<file path="config.mk">
export PLATFORM = sky130hd
export DESIGN_NAME = eboot_dma
export DESIGN_NICKNAME = d
export VERILOG_FILES = /design/src/rtl/eboot_dma.sv
export SDC_FILE = /design/constraint.sdc
export NUM_CORES = 1
export LEC_CHECK = 0
export BUFFER_PORTS_ARGS = -buffer_cell sky130_fd_sc_hd__buf_2
export CORE_MARGIN = 10
export CORE_UTILIZATION = 45
export DETAILED_ROUTE_END_ITERATION = 8
export PLACE_DENSITY = 0.7
export SYNTH_ARGS = -nofsm -noshare
export SYNTH_HDL_FRONTEND = slang
export SYNTH_SLANG_ARGS = --single-unit
</file>
<file path="constraint.sdc">
create_clock -name wb_clk -period 3.1 [get_ports wb_clk]
set_input_delay 0.155 -clock wb_clk [delete_from_list [all_inputs] [get_ports wb_clk]]
set_output_delay 0.155 -clock wb_clk [all_outputs]
set_load 0.1 [all_outputs]
</file>
<file path="src/rtl/eboot_dma.sv">
// Boot DMA: programs the ELUKS decryptor over Wishbone, streams decrypted bytes
// into RAM as packed words, and holds the CPU in reset until the copy completes.
//
// state   | meaning
// --------+---------------------------------------------------------------
// IDLE    | waiting for start, CPU held
// CFG     | writing password, start block and HMAC mode to ELUKS
// STAT_RQ | requesting status (write 1 to +6)
// STAT_RD | reading status word (+6)
// CHECK   | validating eluks error flag and block count
// DATA_RD | reading one plaintext byte from +5
// RAM_WR  | writing one assembled word to RAM
// GAP     | one idle bus cycle between transactions (also before a retry)
// DONE    | boot complete, CPU released, terminal until reset
// ERROR   | boot failed, err_code valid, start restarts from CFG
module eboot_dma #(
    parameter int                 WB_DATA       = 32,
    parameter logic [WB_DATA-1:0] ELUKS_WB_ADDR = WB_DATA'(32'h9200_0000),
    parameter logic [WB_DATA-1:0] RAM_WB_ADDR   = '0,
    parameter int                 BLOCK_BYTES   = 512,
    parameter int                 MAX_BLOCKS    = 2048,
    parameter int                 TIMEOUT       = 1024,
    parameter int                 RETRIES       = 3
) (
    input  logic                   wb_clk,
    input  logic                   rst_n,
    input  logic                   start,
    input  logic [63:0]            psw,
    input  logic [31:0]            start_block,
    input  logic                   hmac_enable,
    output logic [WB_DATA-1:0]     wb_adr_o,
    output logic [WB_DATA-1:0]     wb_dat_o,
    output logic [WB_DATA/8-1:0]   wb_sel_o,
    output logic                   wb_we_o,
    output logic                   wb_cyc_o,
    output logic                   wb_stb_o,
    output logic [2:0]             wb_cti_o,
    output logic [1:0]             wb_bte_o,
    input  logic [WB_DATA-1:0]     wb_dat_i,
    input  logic                   wb_ack_i,
    input  logic                   wb_err_i,
    input  logic                   wb_rty_i,
    output logic                   cpu_rst,
    output logic                   busy,
    output logic                   done,
    output logic                   error,
    output logic [2:0]             err_code,
    output logic [31:0]            words_copied,
    output logic [63:0]            exec_timer
);

    localparam int BPW   = WB_DATA / 8;
    localparam int BC_W  = $clog2(BPW) + 1;
    localparam int TMO_W = $clog2(TIMEOUT + 1);
    localparam int RTY_W = $clog2(RETRIES + 2);

    localparam logic [TMO_W-1:0]   TMO_LOAD = TMO_W'(TIMEOUT - 1);
    localparam logic [RTY_W-1:0]   RTY_MAX  = RTY_W'(RETRIES);
    localparam logic [BC_W-1:0]    BC_LAST  = BC_W'(BPW - 1);
    localparam logic [WB_DATA-2:0] MAX_B    = (WB_DATA-1)'(MAX_BLOCKS);

    localparam logic [3:0] S_IDLE    = 4'd0;
    localparam logic [3:0] S_CFG     = 4'd1;
    localparam logic [3:0] S_STAT_RQ = 4'd2;
    localparam logic [3:0] S_STAT_RD = 4'd3;
    localparam logic [3:0] S_CHECK   = 4'd4;
    localparam logic [3:0] S_DATA_RD = 4'd5;
    localparam logic [3:0] S_RAM_WR  = 4'd6;
    localparam logic [3:0] S_GAP     = 4'd7;
    localparam logic [3:0] S_DONE    = 4'd8;
    localparam logic [3:0] S_ERROR   = 4'd9;

    logic [3:0]         r_state;
    logic [3:0]         r_next;
    logic [2:0]         r_cfg_idx;
    logic [BC_W-1:0]    r_byte_cnt;
    logic [RTY_W-1:0]   r_retry;
    logic [TMO_W-1:0]   r_tmo;
    logic [WB_DATA-1:0] r_word;
    logic [WB_DATA-1:0] r_status;
    logic [31:0]        r_words;
    logic [63:0]        r_timer;
    logic [2:0]         r_err_code;
    logic [63:0]        r_psw;
    logic [31:0]        r_start_block;
    logic               r_hmac;

    logic               w_in_txn;
    logic               w_bus_fail;
    logic               w_ack;
    logic               w_fail;
    logic               w_eluks_err;
    logic [WB_DATA-2:0] w_blocks;
    logic [31:0]        w_total_words;

    function automatic logic [WB_DATA-1:0] eluks_adr(input logic [2:0] off);
        return ELUKS_WB_ADDR + WB_DATA'(off) * WB_DATA'(BPW);
    endfunction

    assign w_in_txn = (r_state == S_CFG) || (r_state == S_STAT_RQ) || (r_state == S_STAT_RD) ||
                      (r_state == S_DATA_RD) || (r_state == S_RAM_WR);

    // err/rty override a simultaneous ack; timeout only fires when nothing answered
    assign w_bus_fail = wb_err_i | wb_rty_i;
    assign w_ack      = wb_ack_i & ~w_bus_fail;
    assign w_fail     = w_bus_fail | ((r_tmo == '0) & ~wb_ack_i);

    assign w_eluks_err   = r_status[WB_DATA-1];
    assign w_blocks      = r_status[WB_DATA-2:0];
    assign w_total_words = (32'(w_blocks) * 32'(BLOCK_BYTES)) / 32'(BPW);

    assign wb_cyc_o = w_in_txn;
    assign wb_stb_o = w_in_txn;
    assign wb_sel_o = w_in_txn ? '1 : '0;
    assign wb_cti_o = 3'd0;
    assign wb_bte_o = 2'd0;

    assign busy         = (r_state != S_IDLE) && (r_state != S_DONE) && (r_state != S_ERROR);
    assign done         = (r_state == S_DONE);
    assign error        = (r_state == S_ERROR);
    assign cpu_rst      = (r_state != S_DONE);
    assign err_code     = r_err_code;
    assign words_copied = r_words;
    assign exec_timer   = r_timer;

    always_comb begin
        wb_adr_o = '0;
        wb_dat_o = '0;
        wb_we_o  = 1'b0;
        case (r_state)
            S_CFG: begin
                wb_we_o = 1'b1;
                case (r_cfg_idx)
                    3'd0: begin wb_adr_o = eluks_adr(3'd0); wb_dat_o = WB_DATA'(r_psw[63:32]); end
                    3'd1: begin wb_adr_o = eluks_adr(3'd1); wb_dat_o = WB_DATA'(r_psw[31:0]); end
                    3'd2: begin wb_adr_o = eluks_adr(3'd2); wb_dat_o = WB_DATA'(r_start_block); end
                    3'd3: begin wb_adr_o = eluks_adr(3'd4); wb_dat_o = WB_DATA'(r_hmac); end
                    default: begin wb_adr_o = eluks_adr(3'd3); wb_dat_o = WB_DATA'(r_start_block); end
                endcase
            end
            S_STAT_RQ: begin
                wb_we_o  = 1'b1;
                wb_adr_o = eluks_adr(3'd6);
                wb_dat_o = WB_DATA'(1);
            end
            S_STAT_RD: wb_adr_o = eluks_adr(3'd6);
            S_DATA_RD: wb_adr_o = eluks_adr(3'd5);
            S_RAM_WR: begin
                wb_we_o  = 1'b1;
                wb_adr_o = RAM_WB_ADDR + WB_DATA'(r_words) * WB_DATA'(BPW);
                wb_dat_o = r_word;
            end
            default: ;
        endcase
    end

    always_ff @(posedge wb_clk or negedge rst_n) begin
        if (!rst_n) begin
            r_state       <= S_IDLE;
            r_next        <= S_IDLE;
            r_cfg_idx     <= '0;
            r_byte_cnt    <= '0;
            r_retry       <= '0;
            r_tmo         <= '0;
            r_word        <= '0;
            r_status      <= '0;
            r_words       <= '0;
            r_timer       <= '0;
            r_err_code    <= '0;
            r_psw         <= '0;
            r_start_block <= '0;
            r_hmac        <= 1'b0;
        end else begin
            r_tmo <= w_in_txn ? r_tmo - TMO_W'(1) : TMO_LOAD;
            if (busy) r_timer <= r_timer + 64'd1;

            if (w_in_txn && w_fail) begin
                if (r_retry < RTY_MAX) begin
                    r_retry <= r_retry + RTY_W'(1);
                    r_next  <= r_state;
                    r_state <= S_GAP;
                end else begin
                    r_state    <= S_ERROR;
                    r_err_code <= w_bus_fail ? 3'd1 : 3'd2;
                end
            end else begin
                if (w_in_txn && w_ack) r_retry <= '0;
                case (r_state)
                    S_IDLE, S_ERROR: begin
                        if (start) begin
                            r_state       <= S_CFG;
                            r_cfg_idx     <= '0;
                            r_byte_cnt    <= '0;
                            r_retry       <= '0;
                            r_words       <= '0;
                            r_timer       <= '0;
                            r_err_code    <= '0;
                            r_psw         <= psw;
                            r_start_block <= start_block;
                            r_hmac        <= hmac_enable;
                        end
                    end
                    S_CFG: begin
                        if (w_ack) begin
                            r_cfg_idx <= r_cfg_idx + 3'd1;
                            r_next    <= (r_cfg_idx == 3'd4) ? S_STAT_RQ : S_CFG;
                            r_state   <= S_GAP;
                        end
                    end
                    S_STAT_RQ: begin
                        if (w_ack) begin
                            r_next  <= S_STAT_RD;
                            r_state <= S_GAP;
                        end
                    end
                    S_STAT_RD: begin
                        if (w_ack) begin
                            r_status <= wb_dat_i;
                            r_state  <= S_CHECK;
                        end
                    end
                    S_CHECK: begin
                        if (w_eluks_err) begin
                            r_err_code <= 3'd4;
                            r_state    <= S_ERROR;
                        end else if (w_blocks > MAX_B) begin
                            r_err_code <= 3'd3;
                            r_state    <= S_ERROR;
                        end else if (w_blocks == '0) begin
                            r_state <= S_DONE;
                        end else begin
                            r_state <= S_DATA_RD;
                        end
                    end
                    S_DATA_RD: begin
                        if (w_ack) begin
                            r_word  <= {r_word[WB_DATA-9:0], wb_dat_i[7:0]};
                            r_state <= S_GAP;
                            if (r_byte_cnt == BC_LAST) begin
                                r_byte_cnt <= '0;
                                r_next     <= S_RAM_WR;
                            end else begin
                                r_byte_cnt <= r_byte_cnt + BC_W'(1);
                                r_next     <= S_DATA_RD;
                            end
                        end
                    end
                    S_RAM_WR: begin
                        if (w_ack) begin
                            r_words <= r_words + 32'd1;
                            if (r_words + 32'd1 == w_total_words) begin
                                r_state <= S_DONE;
                            end else begin
                                r_next  <= S_DATA_RD;
                                r_state <= S_GAP;
                            end
                        end
                    end
                    S_GAP:   r_state <= r_next;
                    default: ;
                endcase
            end
        end
    end

endmodule

</file>
==> out/summary.txt <==
Core area = 32500 µm²
Post-synthesis mux area share = 5.73%
Area added between synthesis and finish = 34.7%
GPL Wtd Cong = 0.955
FILL cells = 2697
Vias in the first global route = 14172
WL final = 50400 µm
Status = finished clean
Slew Viols, Final = 0
Final min period = 2.96 ns
Synthesized area per cell = 8.91 µm²
Root Buffer = clkbuf_16
Number of nets with antenna violations after routing = 0
Chip height = 201 µm
Reg2reg path depth = 10
Post-CTS setup buffer count = 0
WL/cell = 19.8 µm
Crit path buf inv count = 4
Async SR Flop Fraction = 100%
Number of port buffers = 306
CP startpoint = r_state[1]$_DFFE_PN0P_
Syn Inst Count = 1656
Post-synth EDFFs = 0
Post-Syn Area = 14800 µm²
Crit-path cells = buf_4 -> inv_1 -> nand2_1 -> or3_1 -> buf_4 -> o21ai_1 -> buf_12
I/O Pins = 314
Worst-margin pin slew = 0.901 ns
Family with the most delay on the worst path = buffers and inverters
Floorplan row count = 66
Fin Setup TNS = 0 ns
Largest family of logic cells by synthesized area = simple AND/OR/NAND/NOR gates
1st-iter DRT viols = 1154
Max VDD drop = 0.996 mV
Cell taking the most area after synthesis = dfrtp_1
Die Span X = 201 µm
Routed vias/inst = 5.51
Crit Path Class = reg2out
Max Freq = 338 MHz
R2r endpoint = r_next[0]$_DFFE_PN0P_
TritonRoute pass-1 iters = 8
Worst Hold Depth = 3
Layout cells sized above 1 = 25.7%
Final #Nets = 2215
Crit-path max FO = 35
Reg-to-Reg Start = words_copied[0]$_DFFE_PN0P_
Top post-synthesis cells by area = dfrtp_1, nand2_1, mux2_2, o21ai_0, nor2_1
Register area share after synthesis = 48.8%
Number of max-cap violations = 0
Final Hold Fails = 0
GRT Util Overall = 24.1%
Power density over the cells = 1200 nW/µm²
Clk buf depth = 3
CP Capture Type = output port
CP required = 2.94 ns
Synth warn = 0
Post-synthesis compound-gate area fraction = 10.7%
CTS tree = done
Post-route insts no fill = 2539
Clock Latency Late Sink = 0.52 ns
Period utilization = 95.4%
R2R setup slack = 0.17 ns
Clock slew at reported path FFs = 0.06 ns
Global-route wire length before repair = 79800 µm
CP Depth = 7
CP peak stage delay = 0.41 ns
DRC = 0
Top cell by count, worst path = buf_4
Clock Sinks = 288
Hpwl dp = 34200 µm
Final setup viols = 0
Lkg Pwr = 0.00922 µW
Num CTS Buffers = 34
CP Capture Point = wb_dat_o[30]
Crit path DAT = 2.80 ns
H-Tree Depth = 2
Initial Util = 45.5%
Top cell type's share of synthesized area = 48.8%
Hold WC Path Type = in2reg
Synth Area in Adders = 0.848%
Dominant synthesized flop cell = dfrtp_1
XOR/XNOR share of the synthesized area = 4.75%
Largest net degree at the start of global routing = 105
Initial antenna violation count = 2
Slew HR = 39.9%
Placed insts = 2343
Element type at the critical path start = flip-flop
RSZ-0062 raised after global routing = no
Clk_skew = 0.0141 ns
Area fraction in and, or, nand and nor cells after synthesis = 25.1%
Worst path slowest cell = dfrtp_1
Yosys reg bits = 288
Cell variety after synth = 69
Gr ovfl total = 0
Vias = 13993
Die area = 40400 µm²
==> cells by family after synthesis <==
family | count (synthesis)
buffers and inverters | 142
other | 1
flip-flops | 288
XOR/XNOR | 80
adder cells (fa/ha/maj) | 10
AND/OR/NAND/NOR | 807
multiplexers | 75
AO/OA/AOI/OAI | 253
==> cell type report <==
class | count | area (µm²) | share of cell area [%]
Sequential cell | 288 | 7270 | 36.6
Multi-Input combinational cell | 1232 | 7020 | 35.3
Timing Repair Buffer | 488 | 3810 | 19.2
Clock buffer | 47 | 961 | 4.83
Tap cell | 442 | 553 | 2.78
Clock inverter | 14 | 158 | 0.793
Inverter | 26 | 97.6 | 0.491
Antenna cell | 2 | 5.00 | 0.0252
==> cells in the final DEF (no fill, tap or decap), types with 35 or more instances in the layout <==
cell / count
a21oi_1: 63
buf_12: 39
buf_2: 272
buf_4: 43
clkbuf_16: 35
dfrtp_1: 248
dlygate4sd3_1: 133
mux2_2: 68
nand2_1: 430
nand3_1: 47
nor2_1: 113
o21ai_0: 75
xor2_1: 46
==> synthesized netlist by cell type (all sizes together) (26+ instances only) <==
cell / n
a21oi: 64
a222oi: 31
and2: 30
buf: 27
clkbuf: 89
dfrtp: 288
inv: 26
mux2: 70
nand2: 432
nand3: 48
nand4: 30
nor2: 115
nor3: 28
o21ai: 108
xnor2: 34
xor2: 46
==> through the flow <==
step | power [µW] | utilization [%] | hold slack, ns | setup slack [ns] | instance area [µm²]
floorplan | 16200 | - | -0.141 | 0.000498 | 14900
global placement | 19400 | 53.7 | 0.198 | 0.190 | 17400
detailed placement | 19600 | 53.7 | 0.201 | 0.101 | 17400
CTS | 23800 | 61.2 | 0.0780 | 0.0777 | 19900
global route | 24900 | 61.3 | 0.0953 | 0.00139 | 19900
finish | 23800 | 61.3 | 0.0909 | 0.144 | 19900
==> worst register-to-register path, stage by stage (launching register included) <==
cell	delay [ns]
dfrtp_4	0.48
ha_4	0.22
nand3_2	0.10
or4_4	0.47
nor4_2	0.27
mux2_2	0.38
nand3_1	0.12
nor4_2	0.07
and4b_1	0.20
nor2_2	0.19
mux2_4	0.32
==> worst min-delay path by stage <==
stage | slack (ns) | end | start
3_3_place_gp | 0.20 | words_copied[29]$_DFFE_PN0P_ | rst_n
2_1_floorplan | -0.14 | err_code[0]$_DFFE_PN0P_ | rst_n
5_1_grt | 0.1 | exec_timer[1]$_DFF_PN0_ | start
3_5_place_dp | 0.20 | words_copied[29]$_DFFE_PN0P_ | rst_n
6_report | 0.09 | exec_timer[1]$_DFF_PN0_ | start
4_1_cts | 0.08 | exec_timer[1]$_DFF_PN0_ | start
==> sequential cells by signal (all words and copies together) (netlist names) <==
signal / flops
exec_timer: 64
r_psw: 64
r_start_block: 32
r_status: 32
r_word: 32
words_copied: 32
r_tmo: 11
r_next: 4
r_state: 4
err_code: 3
r_byte_cnt: 3
r_cfg_idx: 3
r_retry: 3
r_hmac: 1
==> power breakdown <==
group          internal [µW]  total (µW)  switching (µW)
logic                   3310       12900            9560
clock network           2360        4000            1640
registers               5360        6890            1540
total                  11000       23800           12700
==> per-layer routing <==
metal / global-route usage [%] / up-vias / part of all wire, % / wire length [µm]
li1: - / 6511 / - / -
met1: 30.5 / 6847 / 42 / 21000
met2: 39.4 / 548 / 48 / 24000
met3: 6.44 / 87 / 8.1 / 4080
met4: 7.28 / 0 / 2.5 / 1270
met5: 0 / - / 0 / 0
==> timing repair <==
item	in CTS	in global routing
endpoints found under the setup margin	0	2
hold buffers	133	0
endpoints found under the hold margin	219	0
resized for setup	0	1
Power figures use the tool's default switching activity.
